$ cat src/rtl/action_irq_pkg.sv
// Shared types and helpers for the action interrupt bridge and its arbiter.
package action_irq_pkg;

  // Request handshake states: waiting for work, request outstanding, forced low cycle.
  typedef enum logic [1:0] {
    IDLE = 2'd0,
    REQ  = 2'd1,
    GAP  = 2'd2
  } state_t;

  // Widest request vector the round-robin helper can scan.
  localparam int MAX_SRC = 32;

  // Width of the SNAP source index field (SRC_W) for a given interrupt width.
  function automatic int src_width(input int int_bits);
    return int_bits - 1;
  endfunction

  // Width of the ack timeout counter (TO_W): ceil(log2(t+1)), at least one bit.
  function automatic int to_width(input int ack_timeout);
    int w;
    w = $clog2(ack_timeout + 1);
    return (w < 1) ? 1 : w;
  endfunction

  // Round-robin pick: first set bit of eligible at or after ptr, wrapping at n.
  // Returns ptr when nothing is eligible; callers qualify with their own any flag.
  function automatic int next_rr(input int ptr, input logic [MAX_SRC-1:0] eligible,
                                 input int n);
    int idx;
    next_rr = ptr;
    // Scan from the farthest offset down so the nearest eligible index is written last.
    for (int k = MAX_SRC - 1; k >= 0; k--) begin
      if (k < n) begin
        idx = ptr + k;
        if (idx >= n) idx = idx - n;
        if (eligible[idx[4:0]]) next_rr = idx;
      end
    end
  endfunction

endpackage

$ cat src/rtl/action_irq_rr_arb.sv
// Combinational round-robin arbiter: grants the first request at or after ptr.
module action_irq_rr_arb
  import action_irq_pkg::*;
#(
  parameter int NUM_SRC = 4,
  parameter int IDX_W   = 2
) (
  input  logic [NUM_SRC-1:0] req,
  input  logic [IDX_W-1:0]   ptr,
  output logic [IDX_W-1:0]   gnt_idx,
  output logic               any
);

  logic [MAX_SRC-1:0] req_ext;

  // Widen the request vector to the helper's scan width and pick the winner.
  always_comb begin
    req_ext                = '0;
    req_ext[NUM_SRC-1:0]   = req;
    any                    = |req;
    gnt_idx                = IDX_W'(next_rr(int'(ptr), req_ext, NUM_SRC));
  end

endmodule

$ cat src/rtl/action_irq_bridge.sv
// Bridges NUM_SRC accelerator interrupt lines onto the single SNAP action
// interrupt: per-source pending latches, round-robin grant, ack handshake and
// an optional ack timeout that flags a sticky error and retries the source.
module action_irq_bridge
  import action_irq_pkg::*;
#(
  parameter int NUM_SRC      = 4,
  parameter int INT_BITS     = 3,
  parameter int CONTEXT_BITS = 8,
  parameter int EDGE_MODE    = 1,
  parameter int ACK_TIMEOUT  = 0
) (
  input  logic                    ap_clk,
  input  logic                    ap_rst_n,
  input  logic [NUM_SRC-1:0]      src_irq_i,
  input  logic [NUM_SRC-1:0]      src_mask_i,
  input  logic [CONTEXT_BITS-1:0] ctx_i,
  input  logic                    ctx_valid_i,
  output logic                    interrupt,
  output logic [INT_BITS-2:0]     interrupt_src,
  output logic [CONTEXT_BITS-1:0] interrupt_ctx,
  input  logic                    interrupt_ack,
  output logic [NUM_SRC-1:0]      pending_o,
  output logic                    timeout_err_o,
  input  logic                    clr_err_i
);

  localparam int SRC_W = src_width(INT_BITS);
  localparam int TO_W  = to_width(ACK_TIMEOUT);
  localparam bit TIMEOUT_EN = (ACK_TIMEOUT > 0);
  localparam logic [TO_W-1:0] TO_LAST = TO_W'((ACK_TIMEOUT > 0) ? ACK_TIMEOUT - 1 : 0);

  state_t                  state_q, state_d;
  logic [NUM_SRC-1:0]      pend_q, pend_d, prev_q;
  logic [NUM_SRC-1:0]      set_vec, clr_vec, eligible;
  logic [SRC_W-1:0]        ptr_q, ptr_d, src_q, src_d, gnt_idx;
  logic [CONTEXT_BITS-1:0] ctx_q, ctx_d;
  logic [TO_W-1:0]         cnt_q, cnt_d;
  logic                    irq_q, irq_d, err_q, err_d, to_fire, any;

  // Only unmasked pending sources compete; masked ones keep their latch.
  assign eligible = pend_q & ~src_mask_i;

  action_irq_rr_arb #(
    .NUM_SRC (NUM_SRC),
    .IDX_W   (SRC_W)
  ) u_arb (
    .req     (eligible),
    .ptr     (ptr_q),
    .gnt_idx (gnt_idx),
    .any     (any)
  );

  // Next-state, capture and handshake decisions.
  always_comb begin
    set_vec = (EDGE_MODE != 0) ? (src_irq_i & ~prev_q & ~src_mask_i)
                               : (src_irq_i & ~src_mask_i);
    state_d = state_q;
    irq_d   = irq_q;
    src_d   = src_q;
    ctx_d   = ctx_q;
    ptr_d   = ptr_q;
    cnt_d   = cnt_q;
    clr_vec = '0;
    to_fire = 1'b0;
    case (state_q)
      IDLE: begin
        if (any && ctx_valid_i) begin
          state_d = REQ;
          irq_d   = 1'b1;
          src_d   = gnt_idx;
          ctx_d   = ctx_i;
          cnt_d   = '0;
        end
      end
      REQ: begin
        // Ack is checked first so it beats a timeout landing in the same cycle.
        if (interrupt_ack) begin
          clr_vec[src_q] = 1'b1;
          ptr_d   = (src_q == SRC_W'(NUM_SRC - 1)) ? '0 : src_q + 1'b1;
          irq_d   = 1'b0;
          state_d = GAP;
        end else if (TIMEOUT_EN && (cnt_q == TO_LAST)) begin
          to_fire = 1'b1;
          irq_d   = 1'b0;
          state_d = GAP;
        end else if (cnt_q != '1) begin
          cnt_d = cnt_q + 1'b1;
        end
      end
      GAP:     state_d = IDLE;
      default: state_d = IDLE;
    endcase
    // A new set on the acked source wins over its clear.
    pend_d = (pend_q & ~clr_vec) | set_vec;
    // A timeout in the same cycle as a clear keeps the flag raised.
    err_d  = (err_q & ~clr_err_i) | to_fire;
  end

  // State, latches and registered SNAP outputs.
  always_ff @(posedge ap_clk or negedge ap_rst_n) begin
    if (!ap_rst_n) begin
      state_q <= IDLE;
      pend_q  <= '0;
      prev_q  <= '0;
      ptr_q   <= '0;
      src_q   <= '0;
      ctx_q   <= '0;
      cnt_q   <= '0;
      irq_q   <= 1'b0;
      err_q   <= 1'b0;
    end else begin
      state_q <= state_d;
      pend_q  <= pend_d;
      prev_q  <= src_irq_i;
      ptr_q   <= ptr_d;
      src_q   <= src_d;
      ctx_q   <= ctx_d;
      cnt_q   <= cnt_d;
      irq_q   <= irq_d;
      err_q   <= err_d;
    end
  end

  assign interrupt     = irq_q;
  assign interrupt_src = src_q;
  assign interrupt_ctx = ctx_q;
  assign pending_o     = pend_q;
  assign timeout_err_o = err_q;

endmodule

$ cat config.mk
export PLATFORM = sky130hd
export DESIGN_NAME = action_irq_bridge
export DESIGN_NICKNAME = d
export VERILOG_FILES = /design/src/rtl/action_irq_pkg.sv /design/src/rtl/action_irq_rr_arb.sv /design/src/rtl/action_irq_bridge.sv
export SDC_FILE = /design/constraint.sdc
export NUM_CORES = 1
export LEC_CHECK = 0
export ABC_AREA = 1
export CORE_MARGIN = 2
export CORE_UTILIZATION = 46
export DETAILED_ROUTE_END_ITERATION = 7
export GPL_TIMING_DRIVEN = 0
export PLACE_DENSITY = 0.78
export SLEW_MARGIN = 5
export SYNTH_ARGS = -nofsm -noshare
export SYNTH_HDL_FRONTEND = slang
export SYNTH_SLANG_ARGS = --single-unit
$ cat constraint.sdc
create_clock -name ap_clk -period 1.8 [get_ports ap_clk]
set_input_delay 0.54 -clock ap_clk [delete_from_list [all_inputs] [get_ports ap_clk]]
set_output_delay 0.54 -clock ap_clk [all_outputs]
set_load 0.05 [all_outputs]
Word-level counts from Yosys, hierarchy flattened
Cells that the tools add are included.
- eq/ne operators: 4
- reduce and logical (&&, ||, !) cells: 9
- add/sub/neg operators: 8
- bitwise logic cells: 10
- muxes and demuxes: 27
- order comparisons: 10
- operators by type and width (kind ; count):
    32-bit by 4-bit greater-or-equal comparator with 1-bit output (second input constant) ; 3
    5-bit by 6-bit < comparator with 1-bit output (second input constant) ; 4
    1-bit binary-select mux with 5-bit select ; 4
    5-bit two-way mux ; 4
    4-bit bitwise AND ; 4
    2-bit two-way mux ; 7
    4-bit NOT ; 3
    3-bit by 3-bit subtractor with 4-bit output (second input constant) ; 3
    4-bit two-way mux ; 2
    1-bit two-way mux ; 7
    2-bit by 2-bit adder with 3-bit output (second input constant) ; 2
    2-bit AND reduction ; 3
    2-bit != test (second input constant) ; 2
    4-bit OR ; 1
    2-bit one-hot mux with 2 select lines ; 1
    4-bit OR reduction ; 1
    2-bit by 3-bit subtractor with 4-bit output (second input constant) ; 1
    2-bit by 1-bit adder with 3-bit output (second input constant) ; 1
    2-bit by 3-bit greater-or-equal comparator with 1-bit output (second input constant) ; 1
    2-bit by 3-bit < comparator with 1-bit output (second input constant) ; 1
    3-bit AND reduction ; 1
    2-bit by 1-bit adder with 2-bit output (second input constant) ; 1
    1-bit demux with 2-bit select ; 1
    2-bit by 1-bit == test with 1-bit output (second input constant) ; 1
    other kinds (8) ; 9
- input bits: 21
- bits in registers: 24
- output and inout port bits: 16
- logic and storage cells: 76

Longest topological paths before layout
Gate-level depths: netlist of run 1.
- depth in word-level cells: 9
- mapped depth: 12
- gate-level depth less buffers: 12

Modules after synthesis
Synthesis of run 1 repeated with hierarchy kept, for this count alone.
- cell total of the unflattened synthesis: 177
- area total of the unflattened synthesis: 1353.8 µm²
- modules (own cells, without submodules) (module ; area each (µm²) ; cells an instance ; instances):
    action_irq_bridge ; 1057.3 ; 121 ; 1
    action_irq_rr_arb ; 296.5 ; 56 ; 1

Worst setup path after synthesis of run 1
No wires, ideal clock.
- path kind: reg2reg
- start point: register ptr_q[0]
- end point: register src_q[0], in the netlist interrupt_src[0]
- data required time: 1.682 ns
- setup slack: 0.277 ns
- buffers on the path: 0
- cell stages (with the launch flop): 11
- data arrival time: 1.405 ns
- cell sequence: dfrtp_1 > inv_2 > ha_1 > nand3_1 > nand2_1 > nor2_1 > nand2_1 > nand2_2 > nand3_1 > nand3_1 > nand2_1
- cells in the longest elaborated chain, start to end: 9
- elaborated cells between the ends (all ways): 27
- those cells by class: add/sub (7); order compare (4); mux (16)
- ends and longest elaborated chain (element ; line ; text):
    from (decl) ; action_irq_bridge.sv:36 ; logic [SRC_W-1:0] ptr_q, ptr_d, src_q, src_d, gnt_idx;
    from (signal assigned) ; action_irq_bridge.sv:116 ; ptr_q <= ptr_d;
    2-bit by 2-bit adder with 3-bit output ; action_irq_pkg.sv:35 ; idx = ptr + k;
    32-bit by 4-bit greater-or-equal comparator with 1-bit output / 3-bit by 3-bit subtractor with 4-bit output (equally long branches) ; action_irq_pkg.sv:36 ; if (idx >= n) idx = idx - n;
    5-bit two-way mux ; action_irq_pkg.sv:36 ;
    1-bit binary-select mux with 5-bit select ; action_irq_pkg.sv:37 ; if (eligible[idx[4:0]]) next_rr = idx;
    1-bit two-way mux (not written as such) ; action_irq_pkg.sv:37 ;
    2-bit two-way mux (3 in series) ; action_irq_pkg.sv:37 ;
    2-bit two-way mux (*) ; action_irq_pkg.sv:37 ;
    to (signal assigned) ; action_irq_bridge.sv:117 ; src_q <= src_d;
    to (decl) ; action_irq_bridge.sv:36 ;
Mark *: on every way between the ends. The rest lies on a longest branch, timed or not. The select of a mux whose other input is x is not followed.
A chain may end at the register's enable or synchronous reset.

Final worst setup path of run 1
- start point: register ctx_q[2], in the netlist interrupt_ctx[2]
- end point: output port interrupt_ctx[2]
- RTL lines (element ; line ; text):
    from (decl) ; action_irq_bridge.sv:37 ; logic [CONTEXT_BITS-1:0] ctx_q, ctx_d;
    from (signal assigned) ; action_irq_bridge.sv:118 ; ctx_q <= ctx_d;
    to (decl) ; action_irq_bridge.sv:21 ; output logic [CONTEXT_BITS-1:0] interrupt_ctx,
No word-level cell between the ends.

==> results of run 1 <==
[cell families (layout without fill, tap and decap cells)]
kind of cell | after synthesis | after routing | share of synthesized area, %
flip-flops | 24 | 24 | 47.9
AO/OA/AOI/OAI | 12 | 12 | 5.28
AND/OR/NAND/NOR | 92 | 92 | 32.9
adder cells (fa/ha/maj) | 7 | 7 | 6.98
buffers and inverters | 21 | 61 | 6.98
[worst register-to-register path, cell delays in order, from the launching register on]
cell and delay [ns]:
dfrtp_2 0.49, inv_2 0.18, ha_1 0.32, nand3_1 0.11, nand2_1 0.07, nor2_1 0.10, nand2_1 0.07, nand2_2 0.06
nand3_1 0.06, nand3_1 0.08, nand2_1 0.05
[cell type report]
cell class	count	share of cell area [%]
timing repair buffer	36	20.3
buffer	2	0.963
inverter	19	4.22
clock buffer	3	1.33
sequential	24	35.6
tap	30	2.22
multi-input combinational	111	33.6
clock inverter	1	1.78
[final timing paths]
path	startpoint	to	slack (ns)	depth (start not counted)
hold reg to reg	prev_q[3]	pending_o[3]	0.45	1
setup reg to reg	ptr_q[0]	interrupt_src[0]	0.11	10
hold / removal	prev_q[3]	pending_o[3]	0.45	1
setup / recovery	interrupt_ctx[2]	interrupt_ctx[2]	0.05	1
max in group asynchronous	ap_rst_n	ptr_q[0]	0.35	1
min in group asynchronous	ap_rst_n	prev_q[2]	0.76	1
[flip-flops by register name, summed over array words and instances (netlist names)]
register and cells:
interrupt_ctx 8, pending_o 4, prev_q 4, interrupt_src 2
ptr_q 2, state_q 2, interrupt 1, timeout_err_o 1
[metrics by stage]
step | cells | instance area (sq um) | total power [W] | TNS (ns)
6_report | 226 | 1690 | 0.00329 | 0
5_1_grt | 226 | 1690 | 0.00352 | 0
4_1_cts | 226 | 1700 | 0.00331 | 0
3_5_place_dp | 222 | 1650 | 0.00298 | -4.12
3_3_place_gp | 222 | 1650 | 0.00292 | -1.85
2_1_floorplan | 156 | 1250 | 0.00237 | 0
[power groups by stage]
stage	Clock [W]	Combinational [W]	Sequential [W]
final	0.000402	0.00194	0.000954
after CTS	0.000408	0.00195	0.000946
after detailed placement	0	0.00202	0.000956
after floorplan	0	0.000888	0.00149
after global routing	0.000423	0.00211	0.000990
after global placement	0	0.00197	0.000953
[synthesized netlist by cell type (all sizes together)]
cell / number / share of area (%)
o31ai: 1 / 0.60
or2: 1 / 0.50
inv: 18 / 5.4
a21oi: 2 / 1.1
buf: 2 / 1.3
o21ai: 9 / 3.6
dfrtp: 24 / 48
clkinv: 1 / 0.30
nand3: 14 / 7.2
nand4: 1 / 0.50
nor2: 8 / 2.6
ha: 7 / 7.0
nand2: 68 / 22
[metal layers]
layer / track usage (%) / vias up / part of all wire (%)
li1: - / 561 / -
met4: 5.78 / 0 / 1.4
met2: 32.1 / 60 / 48
met3: 6.05 / 7 / 8.2
met5: 0 / - / 0
met1: 19.8 / 510 / 42
[timing repair]
item,CTS,global route
hold buffers,0,0
setup endpoints to repair,16,12
hold endpoints to repair,0,0
resized for setup,30,14
==> run metrics, run 1 <==
Post CTS Setup Buffer Count=0; vias in the first global route=1074; gpl congestion=just over 0.8; crit-path cells=clkdlybuf4s15_1; Slew @ Worst Pin=1.04 ns; Critical Path RT=about 1.3 ns; switching fraction of total power=between 50% and 60%; YS warnings=0; worst slack, placed=-0.177 ns; initial DRC count=31; max cap viols=0; clk slew on worst S/H paths=0.14 ns; IO Pins=37; TritonCTS clock tree=done; Buf/Inv on CP=1; Pwr per Cell Area=1950 nW/um^2; slew margin rel.=30.4%; #FFs+latches synth=24; Antenna diodes=0; ratio of cells with drive above 1 in the final layout=16.8%; worst min path class=register to register; area grow syn2layout=34.6%; multi-input logic area=between 500 and 600 sq um; average cell area after synthesis=8.04 sq um; CTS Buffer Depth=2; clk_skew=0.00395 ns; Seq/Total Area, Yosys=47.9%; leakage=a little under 0.9 nW; commonest cells after routing, fill and taps aside=nand2_1 (61), dfrtp_1 (23), clkdlybuf4s50_1 (20), inv_1 (17), nand3_1 (10); critical path peak fanout=2; Sink Count=24; H-tree depth=1; routed wire length=roughly 2.8 mm; Fill cells=approximately 220; first-pass GRT wire length=4.52 mm; maximum vdd drop=about 1.1 mV; clk_lat worst skew=0.33 ns; crit path DAT=between 1 and 1.5 ns; Syn Nets=184; WL/cell=12.2 um; RSZ-0062 raised after global routing=false; final setup violation count=0; vias=roughly 1100; cell internal pwr=0.00158 W; largest net degree at the start of global routing=25; Remaining DRCs=0; CP Capture Type=output pin; antenna-violating nets left=0; Crit-path slowest cell=clkdlybuf4s15_1; Yosys cell types=21; Clock Power Share=12.2%; Placeable Area=2520 sq um; die width=56.2 um; Layout Utilization=67.0%; Mapped Cells=156; Final period util=97.3%; DRT Pass-1 Iters=5; Vias per Instance=5.04; leading cell type in the layout, fill and taps excluded=nand2_1; row count=18; root buffer cell=clkbuf_4; initial antenna violation count=0; Hold Fails Final Rpt=0; Sequential cell area=602 sq um; outcome=completed; crit start category=register; NetSw=roughly 0.0017 W; sequential power share=between 20% and 30%; Worst path top cell family by delay=buffers and inverters; PnR worst setup slack=0.0487 ns; Initial Util=49.8%; Syn Std Cell Area=~1300 sq um; Setup Crit Path Kind=register to output pin; Buffers on Ports=36; part of the power in combinational logic=between 50% and 60%; total CTS buffers=3; final slew viol count=0; CP peak stage delay=0.50 ns; gr ovfl total=0; NumNets Final=about 230; fmax=571 MHz; hold slack=0.446 ns; Die ar.=3160 sq um; Die Ht=56.2 um; gr usage total=about 18%; hpwl dp=2.04 mm; Min Clock Period, post-route=1.75 ns
Power figures use the tool's default switching activity.
==> inputs of run 2 (changes only) <==
ABC_AREA = unset   (was 1)
==> run metrics, run 2 <==
sequential power share=26.3% (was 29.0%); worst slack, placed=-0.626 ns (was -0.177 ns); total CTS buffers=3 (unchanged); CTS Buffer Depth=2 (unchanged); Non-Filler Instances=198 (was 226); worst min path class=register to register (unchanged); hold_buf cts=0 (unchanged); gr usage total=20.2% (was 17.9%); initial DRC count=41 (was 31); commonest cells after routing, fill and taps aside=dfrtp_1 (21), clkdlybuf4s50_1 (16), nand2_1 (13), dlygate4sd2_1 (9), mux2_1 (8) (was nand2_1 (61), dfrtp_1 (23), clkdlybuf4s50_1 (20), inv_1 (17), nand3_1 (10)); PnR worst setup slack=-0.158 ns (was 0.0487 ns); gpl congestion=0.810 (was 0.806); part of the power in combinational logic=65.8% (was 58.8%); fmax=511 MHz (was 571 MHz); Synth top cells by count=dfrtp_1 (24), nand2_1 (14), inv_1 (8), mux2_1 (8) (was nand2_1 (61), dfrtp_1 (24), inv_1 (17)); Die Ht=56.6 um (was 56.2 um); Sink Count=24 (unchanged); Syn Std Cell Area=1270 sq um (was 1250 sq um); most common flop cell mapped by yosys=dfrtp_1 (unchanged); Syn Nets=150 (was 184); Mapped Cells=122 (was 156); initial antenna violation count=0 (unchanged); Slew @ Worst Pin=1.08 ns (was 1.04 ns); Setup Crit Path Kind=register to register (was register to output pin); Placeable Area=2690 sq um (was 2520 sq um); root buffer cell=clkbuf_4 (unchanged); IO Pins=37 (unchanged); Pwr per Cell Area=1850 nW/um^2 (was 1950 nW/um^2); most area-consuming cells after synthesis=dfrtp_1 (47%), mux2_1 (7.1%), ha_1 (6.9%), nand2_1 (4.1%), nand2b_1 (3.4%) (was dfrtp_1 (48%), nand2_1 (18%), ha_1 (7.0%), inv_1 (5.1%), nand3_1 (4.0%)); leakage=0.850 nW (was 0.890 nW); Final period util=109% (was 97.3%); Clock Power Share=7.9% (was 12.2%); violated checks=setup timing; crit start category=register (unchanged); R2R setup slack=-0.16 ns (was 0.11 ns); die width=56.6 um (was 56.2 um); largest net degree at the start of global routing=25 (unchanged); final slew viol count=0 (unchanged); routed wire length=2.98 mm (was 2.75 mm); Min Clock Period, post-route=1.96 ns (was 1.75 ns); Vias per Instance=5.65 (was 5.04); slew margin rel.=27.8% (was 30.4%); cell internal pwr=0.00180 W (was 0.00158 W); WL/cell=15.0 um (was 12.2 um); TritonCTS clock tree=done (unchanged); NetSw=0.00173 W (was 0.00171 W); max cap viols=0 (unchanged); final setup violation count=2 (was 0); Buffers on Ports=36 (unchanged); critical path peak fanout=3 (was 2); Crit-path slowest cell=dfrtp_1 (was clkdlybuf4s15_1); placed insts=189 (was 222); Antenna diodes=0 (unchanged); H-tree depth=1 (unchanged); crit-path cells=buf_6 > inv_8 > ha_4 > nor4bb_4 > o21ai_1 > a311oi_2 > nor4_1 > o31a_1 (was clkdlybuf4s15_1); Remaining DRCs=0 (unchanged); clk slew on worst S/H paths=0.13 ns (was 0.14 ns); switching fraction of total power=49.0% (was 52.0%); ratio of cells with drive above 1 in the final layout=25.7% (was 16.8%); Synth top area share=47.2% (was 47.9%); max reg flops=8 (unchanged); clk_lat worst skew=0.31 ns (was 0.33 ns); gr ovfl total=0 (unchanged); outcome=finished, violations left (was completed); RSZ-0062 raised after global routing=true (was false); most common cell in the netlist=dfrtp_1 (was nand2_1); leading cell type in the layout, fill and taps excluded=dfrtp_1 (was nand2_1); YS warnings=0 (unchanged); vias=1118 (was 1138); average cell area after synthesis=10.4 sq um (was 8.04 sq um); maximum vdd drop=1.30 mV (was 1.12 mV); crit path DAT=2.17 ns (was 1.21 ns); clk_skew=0.00486 ns (was 0.00395 ns); antenna-violating nets left=0 (unchanged); row count=19 (was 18); number of enable flip-flop cells after synthesis=0 (unchanged); Die ar.=3210 sq um (was 3160 sq um); Yosys cell types=39 (was 21); area grow syn2layout=49.6% (was 34.6%); ys async rst share=100% (unchanged); largest area contributor in the netlist=dfrtp_1 (unchanged); DRT Pass-1 Iters=4 (was 5); hpwl dp=2.20 mm (was 2.04 mm); Initial Util=47.4% (was 49.8%); first-pass GRT wire length=5.13 mm (was 4.52 mm); Seq/Total Area, Yosys=47.2% (was 47.9%); vias in the first global route=1154 (was 1074); #FFs+latches synth=24 (unchanged); CP Capture Type=register (was output pin); NumNets Final=196 (was 225); Critical Path RT=2.01 ns (was 1.26 ns); Hold Fails Final Rpt=0 (unchanged); CP peak stage delay=0.43 ns (was 0.50 ns)
-- run 2: cell count changes after synthesis, sizes merged, moves of 4 or more --
cell / change
a21boi: +4
inv: -9
mux2: +8
nand2: -54
nand2b: +7
nand3: -11
nor2: -6
-- run 2: through the flow --
stage / power (W) / TNS, ns / hold slack, ns / util [%] / instance area [sq um]
2_1_floorplan: 0.00235 / -0.0508 / 0.244 / - / 1320
3_3_place_gp: 0.00291 / -5.67 / 0.407 / 64.0 / 1720
3_5_place_dp: 0.00298 / -8.13 / 0.412 / 64.0 / 1720
4_1_cts: 0.00342 / -0.188 / 0.430 / 69.3 / 1860
5_1_grt: 0.00375 / -0.254 / 0.439 / 70.9 / 1910
6_report: 0.00353 / -0.162 / 0.426 / 70.9 / 1910
-- run 2: final timing paths --
check,end,start,depth (start not counted)
worst max-delay path,interrupt_src[0],ptr_q[0],8
worst max register to register,interrupt_src[0],ptr_q[0],8
worst min-delay path,pending_o[1],prev_q[1],1
max in group asynchronous,pending_o[3],ap_rst_n,1
min in group asynchronous,interrupt,ap_rst_n,1
worst min register to register,pending_o[1],prev_q[1],1
-- run 2: timing repair --
| item | CTS | global route |
|---|---|---|
| setup buffers | 4 | 1 |
| endpoints found under the hold margin | 0 | 0 |
| endpoints found under the setup margin | 24 | 15 |
| cloned | 0 | 0 |
| resized for setup | 48 | 11 |
| pin swaps | 13 | 3 |
-- run 2: cells by family (layout without fill, tap and decap cells) --
kind of cell | Yosys count | in the layout | synth area share, %
and+or+nand+nor | 45 | 45 | 20.9
muxes | 9 | 9 | 7.86
AOI/OAI and AO/OA | 26 | 26 | 13.8
buffers and inverters | 11 | 56 | 3.44
DFF | 24 | 24 | 47.2
adders and majority gates | 7 | 7 | 6.88
-- run 2: worst max-delay path: cells and delay by family, from the launching register on --
family | cells | cell delay (ns)
flip-flops | 1 | 0.43
buffers and inverters | 2 | 0.18
AND/OR/NAND/NOR | 2 | 0.40
adder cells (fa/ha/maj) | 1 | 0.17
AO/OA/AOI/OAI | 3 | 0.69
-- run 2: power by group through the flow --
stage / Clock [W] / Sequential (W) / Combinational, W
global route: 0.000307 / 0.000956 / 0.00248
finish: 0.000278 / 0.000930 / 0.00233
detailed placement: 0 / 0.000930 / 0.00205
floorplan: 0 / 0.00146 / 0.000898
global placement: 0 / 0.000912 / 0.00199
CTS: 0.000288 / 0.000927 / 0.00221
-- run 2: layout make-up --
class                           count  area [sq um]
Fill cell                         207           781
Multi-Input combinational cell     87           767
Sequential cell                    24           604
Timing Repair Buffer               41           397
Inverter                            9          43.8
Tap cell                           31          38.8
Clock buffer                        4          36.3
Buffer                              2          18.8
-- run 2: metal layers --
| metal | vias to the layer above | global-route usage (%) | share of wire, % |
|---|---|---|---|
| met5 | - | 0 | 0 |
| met1 | 535 | 26.1 | 43 |
| met3 | 4 | 2.53 | 5.5 |
| met4 | 0 | 6.80 | 1.3 |
| met2 | 51 | 34.9 | 50 |
| li1 | 528 | - | - |
==> inputs of run 3 (changes only) <==
MAX_ROUTING_LAYER = met4   (was unset)
==> run metrics, run 3 (synthesized netlist as in run 2, its figures left out) <==
final slew viol count=0 (unchanged); Setup Crit Path Kind=register to register (unchanged); NumNets Final=196 (unchanged); leading cell type in the layout, fill and taps excluded=dfrtp_1 (unchanged); WL/cell=14.9 um (was 15.0 um); CTS Buffer Depth=2 (unchanged); worst slack, placed=-0.626 ns (unchanged); critical path peak fanout=3 (unchanged); Min-Delay Startpoint=prev_q[1] (unchanged); hold slack=0.427 ns (was 0.426 ns); Vias per Instance=5.54 (was 5.65); Initial Util=47.4% (unchanged); largest net degree at the start of global routing=25 (unchanged); Min Clock Period, post-route=1.96 ns (about the same); Slew @ Worst Pin=1.09 ns (was 1.08 ns); Die Ht=56.6 um (unchanged); max reg flops=8 (unchanged); Hold Fails Final Rpt=0 (unchanged); fmax=509 MHz (was 511 MHz); worst min path class=register to register (unchanged); Layout Utilization=70.9% (unchanged); root buffer cell=clkbuf_4 (unchanged); gpl congestion=0.822 (was 0.810); area grow syn2layout=49.6% (unchanged); crit path DAT=2.17 ns (about the same); violated checks=setup timing (unchanged); Sink Count=24 (unchanged); final setup violation count=2 (unchanged); Critical Path RT=2.00 ns (was 2.01 ns); commonest cells after routing, fill and taps aside=dfrtp_1 (21), clkdlybuf4s50_1 (16), nand2_1 (13), dlygate4sd2_1 (9), mux2_1 (8) (unchanged); crit start category=register (unchanged); Worst setup startpoint=ptr_q[0] (unchanged); hpwl dp=2.20 mm (unchanged); clk slew on worst S/H paths=0.12 ns (was 0.13 ns); maximum vdd drop=1.30 mV (about the same); die width=56.6 um (unchanged); initial antenna violation count=0 (unchanged); gr usage total=20.7% (was 20.2%); Buffers on Ports=36 (unchanged); CP Capture Type=register (unchanged); antenna-violating nets left=0 (unchanged); RR Startpoint=ptr_q[0] (unchanged); RSZ-0062 raised after global routing=true (unchanged); clk_lat worst skew=0.30 ns (was 0.31 ns); row count=19 (unchanged); ratio of cells with drive above 1 in the final layout=25.7% (unchanged); clk_skew=0.00166 ns (was 0.00486 ns); WHS Path Cells=1 (unchanged); H-tree depth=1 (unchanged); slew margin rel.=27.1% (was 27.8%); first-pass GRT wire length=5.13 mm (unchanged); routed wire length=2.95 mm (was 2.98 mm); vias in the first global route=1160 (was 1154); initial DRC count=31 (was 41); Placeable Area=2690 sq um (unchanged); IO Pins=37 (unchanged); R2R cell count=8 (unchanged); Antenna diodes=0 (unchanged); PnR worst setup slack=-0.164 ns (was -0.158 ns); leakage=0.850 nW (unchanged); Remaining DRCs=0 (unchanged); gr ovfl total=0 (unchanged); Design Power=0.00353 W (about the same); hold_buf cts=0 (unchanged); setup TNS=-0.168 ns (was -0.162 ns); DRT Pass-1 Iters=4 (unchanged); Die ar.=3210 sq um (unchanged); vias=1096 (was 1118); Pwr per Cell Area=1850 nW/um^2 (about the same); total CTS buffers=3 (unchanged); TritonCTS clock tree=done (unchanged); Final period util=109% (about the same); outcome=finished, violations left (unchanged); max cap viols=0 (unchanged)
[run 3: cell counts in the layout (fill, tap and decap cells not counted)]
No cell type changed its count.
[run 3: final timing paths]
path	endpoint	slack, ns
worst max-delay path	interrupt_src[0]	-0.16
worst min-delay path	pending_o[1]	0.43
worst max register to register	interrupt_src[0]	-0.16
worst min register to register	pending_o[1]	0.43
max in group asynchronous	pending_o[3]	0.27
min in group asynchronous	interrupt_ctx[2]	0.81
[run 3: power by group]
group,switching [W],internal (W),total [W]
Sequential,0.000183,0.000748,0.000931
Combinational,0.00140,0.000930,0.00233
Clock,0.000152,0.000123,0.000275
Total,0.00173,0.00180,0.00353
[run 3: layout make-up]
cell class	count	area, sq um
fill	207	781
timing repair buffer	41	397
buffer	2	18.8
multi-input combinational	87	767
clock buffer	4	36.3
tap	31	38.8
inverter	9	43.8
sequential	24	604
[run 3: routing by layer]
layer / vias to the layer above / part of all wire [%] / global-route usage [%]
met1: 524 / 44 / 26.3
met4: 0 / 1.2 / 6.80
met5: - / 0 / -
met2: 40 / 51 / 35.0
li1: 528 / - / -
met3: 4 / 3.5 / 1.84
[run 3: worst max-delay path, stage by stage (launching register included)]
cell      delay (ns)
dfrtp_1         0.43
buf_6           0.14
inv_8           0.04
ha_4            0.17
nor4bb_4        0.30
o21ai_1         0.13
a311oi_2        0.27
nor4_1          0.10
o31a_1          0.29
[run 3: what timing repair did]
item,in CTS,in global routing
buffers inserted,4,1
endpoints found under the setup margin,24,15
resized for setup,48,11
pin swaps,13,3
[run 3: stage by stage]
stage,instances,cell area [sq um]
finish,198,1910
global route,198,1910
CTS,197,1860
detailed placement,189,1720
global placement,189,1720
floorplan,122,1320
